### config.mk
export PLATFORM = sky130hd
export DESIGN_NAME = s2p_frame_ctrl
export DESIGN_NICKNAME = d
export VERILOG_FILES = /design/src/rtl/s2p_frame_ctrl.sv
export SDC_FILE = /design/constraint.sdc
export NUM_CORES = 1
export LEC_CHECK = 0
export BUFFER_PORTS_ARGS = -buffer_cell sky130_fd_sc_hd__buf_2
export CAP_MARGIN = 25
export CORE_MARGIN = 8
export CORE_UTILIZATION = 35
export CTS_CLUSTER_SIZE = 24
export DETAILED_ROUTE_END_ITERATION = 16
export PLACE_DENSITY = 0.65
export RECOVER_POWER = 100
export SYNTH_ARGS = -nofsm -noshare
export SYNTH_HDL_FRONTEND = slang
export SYNTH_SLANG_ARGS = --single-unit
### constraint.sdc
create_clock -name clk -period 2.05 [get_ports clk]
set_clock_uncertainty 0.2 [all_clocks]
set_input_delay 0.615 -clock clk [delete_from_list [all_inputs] [get_ports clk]]
set_output_delay 0.615 -clock clk [all_outputs]
set_load 0.005 [all_outputs]
### src/rtl/s2p_frame_ctrl.sv
// Serial-to-parallel framing controller: hunts for SYNC, slices locked stream into
// BIT-wide words, and hands each word out through a one-entry valid/ready register.
module s2p_frame_ctrl #(
   parameter int unsigned    BIT      = 10,
   parameter logic [BIT-1:0] SYNC     = 10'h34E,
   parameter int unsigned    WORDS    = 4,
   parameter int unsigned    MISS_MAX = 2
) (
   input  logic           clk,
   input  logic           rst,
   input  logic           en,
   input  logic           dext,
   output logic [BIT-1:0] dout,
   output logic           dout_valid,
   input  logic           dout_ready,
   output logic           dout_sof,
   output logic           locked,
   output logic           overflow,
   input  logic           clr_ovf
);

   localparam int BW = (BIT > 1) ? $clog2(BIT) : 1;
   localparam int WW = (WORDS > 1) ? $clog2(WORDS) : 1;
   localparam int MW = $clog2(MISS_MAX + 1);
   localparam logic [BW-1:0] BLAST = BW'(BIT - 1);
   localparam logic [WW-1:0] WLAST = WW'(WORDS - 1);
   localparam logic [MW-1:0] MLAST = MW'(MISS_MAX - 1);

   typedef enum logic [1:0] {S_HUNT, S_DATA, S_CHECK} state_t;

   state_t         state_q, state_d;
   logic [BIT-1:0] sr_q, sr_d, nxt;
   logic [BW-1:0]  bcnt_q, bcnt_d;
   logic [WW-1:0]  wcnt_q, wcnt_d;
   logic [MW-1:0]  miss_q, miss_d;
   logic           locked_q, locked_d;
   logic [BIT-1:0] dout_q, dout_d;
   logic           valid_q, valid_d;
   logic           sof_q, sof_d;
   logic           ovf_q, ovf_d;
   logic           push, push_sof, pop;

   always_ff @(posedge clk or posedge rst) begin
      if (rst) begin
         state_q  <= S_HUNT;
         sr_q     <= '0;
         bcnt_q   <= '0;
         wcnt_q   <= '0;
         miss_q   <= '0;
         locked_q <= 1'b0;
         dout_q   <= '0;
         valid_q  <= 1'b0;
         sof_q    <= 1'b0;
         ovf_q    <= 1'b0;
      end else begin
         state_q  <= state_d;
         sr_q     <= sr_d;
         bcnt_q   <= bcnt_d;
         wcnt_q   <= wcnt_d;
         miss_q   <= miss_d;
         locked_q <= locked_d;
         dout_q   <= dout_d;
         valid_q  <= valid_d;
         sof_q    <= sof_d;
         ovf_q    <= ovf_d;
      end
   end

   // Framing: bcnt walks bit positions in both the data and sync slots.
   always_comb begin
      state_d  = state_q;
      sr_d     = sr_q;
      bcnt_d   = bcnt_q;
      wcnt_d   = wcnt_q;
      miss_d   = miss_q;
      locked_d = locked_q;
      push     = 1'b0;
      push_sof = 1'b0;
      nxt      = {sr_q[BIT-2:0], dext};
      if (en) begin
         sr_d = nxt;
         case (state_q)
            S_HUNT: begin
               if (nxt == SYNC) begin
                  state_d  = S_DATA;
                  bcnt_d   = '0;
                  wcnt_d   = '0;
                  miss_d   = '0;
                  locked_d = 1'b1;
               end
            end
            S_DATA: begin
               if (bcnt_q == BLAST) begin
                  bcnt_d   = '0;
                  push     = 1'b1;
                  push_sof = (wcnt_q == '0);
                  if (wcnt_q == WLAST) begin
                     wcnt_d  = '0;
                     state_d = S_CHECK;
                  end else begin
                     wcnt_d = wcnt_q + 1'b1;
                  end
               end else begin
                  bcnt_d = bcnt_q + 1'b1;
               end
            end
            S_CHECK: begin
               if (bcnt_q == BLAST) begin
                  bcnt_d = '0;
                  if (nxt == SYNC) begin
                     miss_d  = '0;
                     state_d = S_DATA;
                  end else if (miss_q == MLAST) begin
                     miss_d   = '0;
                     state_d  = S_HUNT;
                     locked_d = 1'b0;
                  end else begin
                     // flywheel: a tolerated bad sync still realigns to the next frame
                     miss_d  = miss_q + 1'b1;
                     state_d = S_DATA;
                  end
               end else begin
                  bcnt_d = bcnt_q + 1'b1;
               end
            end
            default: state_d = S_HUNT;
         endcase
      end
   end

   // Output register: a push lands if the slot is free or being popped this edge.
   always_comb begin
      dout_d  = dout_q;
      valid_d = valid_q;
      sof_d   = sof_q;
      ovf_d   = ovf_q;
      pop     = valid_q && dout_ready;
      if (clr_ovf) ovf_d = 1'b0;
      if (push) begin
         if (!valid_q || pop) begin
            dout_d  = nxt;
            sof_d   = push_sof;
            valid_d = 1'b1;
         end else begin
            ovf_d = 1'b1;
         end
      end else if (pop) begin
         valid_d = 1'b0;
      end
   end

   assign dout       = dout_q;
   assign dout_valid = valid_q;
   assign dout_sof   = sof_q;
   assign locked     = locked_q;
   assign overflow   = ovf_q;

endmodule

======== Yosys cells after proc, flatten, opt, wreduce, memory -nomap -nowiden ========
Cells that the tools add are included.
operators by class
  add/sub/neg operators ................... 3
  muxes and demuxes ....................... 35
  eq/ne operators ......................... 13
  reductions and logical operators ........ 17
operator list
  operator                                             number
  2-to-1 mux 2 bit                                     10
  2-to-1 mux 1 bit                                     18
  != test 2 bit, second input constant                 6
  equality test 10 bit, second input constant          1
  2-to-1 mux 4 bit                                     2
  case mux 2 bit (2 select lines)                      2
  case mux 4 bit (2 select lines)                      1
  AND reduction 4 bit                                  2
  nonzero test 2 bit                                   4
  case mux 2 bit (3 select lines)                      1
  AND reduction 6 bit                                  1
  AND reduction 5 bit                                  1
  adder 2 x 1 -> 2 bit, second input constant          2
  adder 4 x 1 -> 4 bit, second input constant          1
  equality test 2 x 1 -> 1 bit, second input constant  2
  equality test 2 bit, second input constant           2
  equality test 4 bit, second input constant           1
  zero test 2 bit                                      2
  AND reduction 2 bit                                  2
  AND reduction 3 bit                                  1
  != test 2 x 1 -> 1 bit, second input constant        1
  case mux 1 bit (2 select lines)                      1
  OR reduction 2 bit                                   1
  logical AND 1 bit                                    1
  other kinds (2)                                      2
storage, ports and cells
  output and inout port bits .............. 14
  bits in registers ....................... 33

======== Logic depth before layout (Yosys ltp) ========
Gate-level depths: netlist of the first run.
  word-level depth ........................ 6
  mapped depth ............................ 7
  gate-level depth less buffers ........... 6

======== Worst setup path before layout of the first run ========
OpenSTA, ideal clock, no wires.
  kind .................................... register to register
  start point ............................. reg state_q[0]
  end point ............................... reg bcnt_q[0]
  buffers on the path ..................... 0
  required time ........................... 1.725 ns
  arrival ................................. 1.545 ns
  path slack .............................. 0.180 ns
  library setup time ...................... 0.125 ns
  period minus slack after synthesis ...... 1.870 ns
  cell stages (with the launch flop) ...... 7
  cell sequence ........................... dfrtp_1 > inv_1 > ha_1 > nor2b_1 > a41oi_2 > nand2b_4 > mux2_4
on the way
  cells in the longest elaborated chain, start to end .. 4
  elaborated cells between the ends (all ways) .. 8
  those cells by class .................... 3 x eq/ne; 1 x mux; 4 x reduce/logical
RTL lines
  what                                                                        line  RTL
  from (decl)                                                                 31    state_t state_q, state_d;
  from (signal assigned)                                                      56    state_q <= state_d;
  equality test 2 bit / equality test 2 x 1 -> 1 bit (equally long branches)  82    case (state_q)
  OR reduction 2 bit (no source line)                                         n/a
  nonzero test 2 bit (no source line)                                         n/a
  AND reduction 3 bit (no source line)                                        n/a
  to (signal assigned)                                                        58    bcnt_q <= bcnt_d;
  to (decl)                                                                   33    logic [BW-1:0] bcnt_q, bcnt_d;
Several ways; a longest one is shown, not always the timed one.
A chain may end at the register's enable or synchronous reset.

======== Worst setup path after layout of the first run ========
  start point ............................. reg state_q[0]
  end point ............................... reg state_q[0]
on the way
  cells in the longest elaborated chain, start to end .. 3
  elaborated cells between the ends (all ways) .. 9
  those cells by class .................... 6 x eq/ne; 1 x mux; 2 x reduce/logical
RTL lines
  what                                                        line
  equality test 2 x 1 -> 1 bit, or another cell as far along  82
  != test 2 bit (no source line)                              n/a
  AND reduction 5 bit (no source line)                        n/a
Several ways; a longest one is shown, not always the timed one.

==> results of run 1 <==
==> metrics by stage <==
stage	area (µm²)	hold WS, ps	setup TNS [ps]
2_1_floorplan	1640	249	0
3_3_place_gp	1820	262	0
3_5_place_dp	1820	274	-18.3
4_1_cts	1920	220	0
5_1_grt	1910	296	0
6_report	1910	291	0
==> how the worst max path moves through the flow <==
| stage | start | to | slack [ps] | depth (start not counted) |
|---|---|---|---|---|
| after CTS | bcnt_q[1]$_DFFE_PP0P_ | dout[8]$_DFFE_PP0P_ | 40 | 6 |
| final | state_q[0]$_DFFE_PP0P_ | state_q[0]$_DFFE_PP0P_ | 100 | 6 |
| after global routing | state_q[0]$_DFFE_PP0P_ | state_q[0]$_DFFE_PP0P_ | 20 | 6 |
| after detailed placement | dext | locked$_DFFE_PP0P_ | -20 | 5 |
| after global placement | dext | bcnt_q[0]$_DFFE_PP0P_ | 50 | 5 |
| after floorplan | state_q[0]$_DFFE_PP0P_ | bcnt_q[0]$_DFFE_PP0P_ | 180 | 6 |
==> state kept, by name, summed over array words and instances (netlist names), 2 cells and up <==
register,flops
state_q,2
sr_q,9
bcnt_q,4
miss_q,2
wcnt_q,2
dout,10
==> worst max-delay path, stage by stage (launching register included) <==
cell and delay [ps]:
dfrtp_1 410, inv_1 120, ha_1 250, inv_1 150, a31o_1 300, and2_0 210
a31o_2 200
==> power by group <==
group          switching (mW)  internal (mW)  total [mW]
combinational           0.466          0.441       0.908
clock                   0.231          0.303       0.534
sequential              0.168          0.879        1.05
total                   0.865           1.62        2.49
==> cell usage in the layout (no fill, tap or decap), drive strengths merged, types with 3 or more instances in the layout <==
| cell | n |
|---|---|
| dfrtp | 33 |
| clkbuf | 22 |
| mux2 | 21 |
| inv | 9 |
| buf | 9 |
| ha | 8 |
| nand2 | 8 |
| a21oi | 5 |
| o21ai | 4 |
| o31ai | 4 |
| nand3 | 4 |
| nand2b | 3 |
| and3 | 3 |
==> area by class of cell <==
cell class | count | area, µm²
clock buffer | 7 | 96.3
fill | 442 | 2720
multi-input combinational | 88 | 757
clock inverter | 1 | 5.00
sequential | 33 | 826
tap | 54 | 67.6
timing repair buffer | 24 | 121
inverter | 9 | 33.8
==> cell families (layout without fill, tap and decap cells) <==
| logic type | Yosys count | in the layout | synth area share |
|---|---|---|---|
| buffers and inverters | 13 | 41 | 0.0367 |
| multiplexers | 23 | 23 | 0.159 |
| adder cells (fa/ha/maj) | 8 | 8 | 0.0611 |
| AO/OA/AOI/OAI | 24 | 24 | 0.102 |
| flip-flops | 33 | 33 | 0.504 |
| AND/OR/NAND/NOR | 33 | 33 | 0.137 |
==> per-layer routing <==
metal,track usage,wire [µm],up-vias
met4,0.0583,63,0
met2,0.186,1800,24
li1,-,-,535
met3,0.0361,138,5
met5,0,0,-
met1,0.0937,1410,590
==> timing repair <==
| action | in CTS | in global routing |
|---|---|---|
| hold buffers | 0 | 0 |
| endpoints found under the setup margin | 0 | 12 |
| resized for setup | 0 | 1 |
| setup buffers | 0 | 1 |
==> flow_summary_export.csv, run 1 <==
group,metric,value,unit
outcome,status,"finished, final reports clean",
sta,finalWorstSetupSlack,103,ps
yosys,synthTopCellsByCount,"33 x dfrtp_1, 20 x mux2_2, 9 x inv_1, 8 x ha_1, 7 x nand2_1",
yosys,syn_avg_cell_area,12.2,µm²
worst_setup_path,worstSetupPathType,"reg -> reg",
clocking,tritoncts,"done",
floorplan,fp.dieH,84.4,µm
place,hpwl,2540,µm
worst_setup_path,reg2regPathDepth,6,
yosys,syn_nets,148,
sta,relSlewSlack,0.469,
floorplan,num_rows,25,
grt,overflow,0,
place,placedCellCount,207,
sta,setup_viol,0,
clocking,cts_buffers,5,
floorplan,die_w,84.4,µm
pwr,vdd_ir_drop_max,620,µV
clocking,ctsLongestPathBuffers,2,
yosys,synth-edff-count,0,
yosys,synthFlopType,"dfrtp_1",
worst_setup_path,r2r-start,"state_q[0]$_DFFE_PP0P_",
yosys,synthArstFlopShare,1.00,
cells_and_area,final-instance-count-excl-fill,216,
floorplan,core-area,4630,µm²
yosys,yosysMostFrequentCell,"dfrtp_1",
yosys,syn_inst,134,
drt,drt_iter0_markers,39,
hold_path,hold_depth,1,
drt,ant_nets,0,
cells_and_area,drive_above_1_share,0.278,
grt,grt_first_pass_wirelength,5690,µm
sta,hold_viol_final,0,
pwr,leakage,0.844,nW
grt,antenna_found_initial,0,
yosys,yosysUniqueCellTypes,41,
yosys,ys.warnings.count,0,
floorplan,io_pins,20,
clocking,clk_pin_slew,70,ps
clocking,htreeDepth,2,
grt,grt_usage,0.101,
worst_setup_path,start_kind,"register",
pwr,power.total,2.49,mW
cells_and_area,n_antenna_cell,0,
floorplan,start_util,0.354,
place,gp_congestion,0.803,
drt,via_per_inst,5.34,
yosys,yosys.area.top_type,"dfrtp_1",
grt,grt_start_max_net_pins,34,
pwr,power_density,1310,nW/µm²
yosys,yosysSeqAreaShare,0.504,
yosys,ys_ff_latch,33,
worst_setup_path,cp.arrival,1930,ps
drt,first_pass_iters,4,
clocking,insertion_delay,290,ps
yosys,yosysTopAreaCellShare,0.504,
cells_and_area,syn2layout_area_growth,16.4,%
worst_setup_path,cp.required,2030,ps
yosys,yosys-top-cells-area,"dfrtp_1 50%, mux2_2 14%, ha_1 6.1%, inv_1 2.1%, o31ai_1 1.8%",
run,drv_cap,0,
place,dp_slack,-18.3,ps
sta,fin_crit,1950,ps
hold_path,min_to,"miss_q[1]$_DFFE_PP0P_",
sta,tightest_slew,797,ps
worst_setup_path,rrSetupSlack,100,ps
drt,wl_per_cell,15.8,µm
sta,finalCritPeriodShare,0.950,
hold_path,hp-class,"reg -> reg",
yosys,synth_area,1640,µm²
sta,rsz0062_at_grt,"no",
sta,finalMaxSlewViolations,0,
floorplan,die_area,7120,µm²
worst_setup_path,path_max_fanout,7,
drt,wl,3410,µm
drt,vias,1154,
drt,drc,0,
cells_and_area,layout.nets,175,
worst_setup_path,worst_setup_path_end_kind,"register",
place,portBuffers,19,
cells_and_area,fin_util,0.412,
hold_path,worstHoldStart,"miss_q[1]$_DFFE_PP0P_",
sta,timing.fmax,514,MHz
grt,first_global_vias,1257,
clocking,cts.sinks,33,
clocking,root_buffer,"clkbuf_8",
worst_setup_path,reg2reg_to,"state_q[0]$_DFFE_PP0P_",
Power figures use the tool's default switching activity.
==> run 2, diff against run 1 <==
--- a/config.mk
+++ b/config.mk
@@ -5,13 +5,14 @@
 export SDC_FILE = /design/constraint.sdc
 export NUM_CORES = 1
 export LEC_CHECK = 0
+export ABC_AREA = 1
 export BUFFER_PORTS_ARGS = -buffer_cell sky130_fd_sc_hd__buf_2
 export CAP_MARGIN = 25
 export CORE_MARGIN = 8
 export CORE_UTILIZATION = 35
 export CTS_CLUSTER_SIZE = 24
 export DETAILED_ROUTE_END_ITERATION = 16
-export PLACE_DENSITY = 0.65
+export PLACE_DENSITY = 0.64
 export RECOVER_POWER = 100
 export SYNTH_ARGS = -nofsm -noshare
 export SYNTH_HDL_FRONTEND = slang
==> flow_summary_export.csv, run 2 <==
group,metric,value,unit
outcome,status,"finished, final reports clean",
yosys,synthFlopType,"dfrtp_1",
sta,fin_setup_tns,0,ps
cells_and_area,largest_register_ffs,10,
yosys,ys_ff_latch,33,
clocking,cts_buffers,5,
floorplan,start_util,0.362,
floorplan,num_rows,25,
sta,rsz0062_at_grt,"no",
place,hpwl,2220,µm
sta,finalCritPeriodShare,0.881,
sta,relSlewSlack,0.450,
sta,tightest_slew,825,ps
grt,grt_start_max_net_pins,34,
cells_and_area,mostFrequentLayoutCells,"43 x nand2_1, 33 x dfrtp_1, 20 x inv_1",
grt,antenna_found_initial,0,
clocking,cts.sinks,33,
clocking,postCtsSetupBuffers,0,
yosys,yosysUniqueCellTypes,28,
clocking,ctsLongestPathBuffers,2,
floorplan,core-area,4720,µm²
floorplan,fp.dieH,85.9,µm
yosys,synthArstFlopShare,1.00,
clocking,holdBufCountCts,0,
worst_setup_path,cp.arrival,1780,ps
worst_setup_path,slowest_delay,410,ps
clocking,insertion_delay,280,ps
drt,wl,3060,µm
place,portBuffers,19,
drt,via_per_inst,4.42,
yosys,yosysSeqAreaShare,0.482,
sta,setup_viol,0,
drt,drt_iter0_markers,36,
cells_and_area,syn2layout_area_growth,11.3,%
cells_and_area,final_common_cell,"nand2_1",
yosys,yosys-top-cells-area,"dfrtp_1 48%, nand2_1 8.6%, o21ai_2 7.7%, ha_1 5.8%, o21ai_1 4.4%",
worst_setup_path,r2r-start,"bcnt_q[1]$_DFFE_PP0P_",
grt,overflow,0,
clocking,ctsResizeCount,0,
sta,hold_ws,284,ps
grt,grt_first_pass_wirelength,5270,µm
pwr,leakage,0.891,nW
pwr,power_density,1160,nW/µm²
yosys,synth-edff-count,0,
drt,wl_per_cell,11.1,µm
run,drv_cap,0,
sta,timing.fmax,554,MHz
place,dp_slack,340,ps
yosys,yosys.area.top_type,"dfrtp_1",
clocking,clk_pin_slew,70,ps
sta,hold_viol_final,0,
yosys,ys.warnings.count,0,
place,gp_congestion,0.710,
cells_and_area,final-instance-count-excl-fill,276,
place,placedCellCount,269,
worst_setup_path,reg2reg_to,"dout_sof$_DFFE_PP0P_",
worst_setup_path,critPathSlowestCell,"dfrtp_1",
worst_setup_path,rrSetupSlack,240,ps
yosys,synth_area,1710,µm²
yosys,syn_nets,198,
sta,finalWorstSetupSlack,245,ps
worst_setup_path,cp.required,2020,ps
yosys,yosysTopAreaCellShare,0.482,
cells_and_area,drive_above_1_share,0.225,
floorplan,die_w,85.9,µm
worst_setup_path,worst_setup_path_end_kind,"register",
worst_setup_path,path_cells,"inv_1 > ha_1 > nand3_4 > clkinvlp_2 > nand4_1 > buf_12 > nand2_1 > o21ai_2",
drt,drc,0,
clocking,root_buffer,"clkbuf_8",
pwr,vdd_ir_drop_max,459,µV
hold_path,hp-class,"reg -> reg",
yosys,syn_avg_cell_area,9.30,µm²
cells_and_area,n_fill_cell,479,
worst_setup_path,worstSetupPathType,"reg -> reg",
sta,finalMaxSlewViolations,0,
clocking,tritoncts,"done",
yosys,synthTopCellsByCount,"39 x nand2_1, 33 x dfrtp_1, 19 x inv_1, 15 x o21ai_1, 15 x o21ai_2",
grt,grt_usage,0.0908,
yosys,syn_inst,184,
worst_setup_path,reg2regPathDepth,8,
grt,first_global_vias,1171,
floorplan,io_pins,20,
sta,fin_crit,1810,ps
cells_and_area,layout.nets,223,
cells_and_area,n_antenna_cell,0,
clocking,htreeDepth,2,
worst_setup_path,path_max_fanout,22,
floorplan,die_area,7380,µm²
worst_setup_path,crit_start,"bcnt_q[1]$_DFFE_PP0P_",
yosys,yosysMostFrequentCell,"nand2_1",
worst_setup_path,critPathCapture,"dout_sof$_DFFE_PP0P_",
drt,vias,1219,
drt,first_pass_iters,4,
drt,ant_nets,0,
worst_setup_path,start_kind,"register",
run 2: cell type report:
cell class | count | area, µm² | area share
Inverter | 25 | 95.1 | 0.0499
Multi-Input combinational cell | 122 | 699 | 0.367
Clock inverter | 1 | 7.51 | 0.00394
Tap cell | 67 | 83.8 | 0.0440
Timing Repair Buffer | 22 | 110 | 0.0578
Sequential cell | 33 | 826 | 0.434
Clock buffer | 6 | 82.6 | 0.0434
run 2: logic make-up after synthesis:
logic type	share of synthesized area
AO/OA/AOI/OAI	0.137
adder cells (fa/ha/maj)	0.0585
buffers and inverters	0.0753
flip-flops	0.482
AND/OR/NAND/NOR	0.247
run 2: per-stage QoR:
stage / util / cell area, µm² / total power [mW]
finish: 0.403 / 1900 / 2.21
global route: 0.403 / 1900 / 2.40
CTS: 0.420 / 1980 / 2.35
detailed placement: 0.401 / 1890 / 1.84
global placement: 0.401 / 1890 / 1.82
floorplan: - / 1710 / 1.62
run 2: power breakdown:
group | switching, mW | leakage (nW) | total, mW | internal [mW]
clock | 0.231 | 0.0433 | 0.496 | 0.265
combinational | 0.453 | 0.409 | 0.753 | 0.300
sequential | 0.142 | 0.438 | 0.959 | 0.817
run 2: worst max-delay path, delay by kind of cell, from the launching register on:
family | cells | cell delay [ps]
AOI/OAI and AO/OA | 1 | 50
adders and majority gates | 1 | 190
buffers and inverters | 3 | 470
DFF | 1 | 410
and+or+nand+nor | 3 | 360
run 2: metal layers:
layer | GRT usage | up-vias | wire, µm
met4 | 0.0430 | 0 | 59
met2 | 0.129 | 22 | 1320
li1 | - | 632 | -
met3 | 0.0363 | 5 | 134
met5 | 0 | - | 0
met1 | 0.116 | 560 | 1550
run 2: worst min-delay path by stage:
stage,from,end,depth (start not counted)
after floorplan,miss_q[0]$_DFFE_PP0P_,miss_q[0]$_DFFE_PP0P_,2
after global placement,dout[4]$_DFFE_PP0P_,dout[4]$_DFFE_PP0P_,2
after detailed placement,dout[2]$_DFFE_PP0P_,dout[2]$_DFFE_PP0P_,2
after CTS,rst,dout[9]$_DFFE_PP0P_,3
after global routing,dout_sof$_DFFE_PP0P_,dout_sof$_DFFE_PP0P_,2
final,dout[3]$_DFFE_PP0P_,dout[3]$_DFFE_PP0P_,2
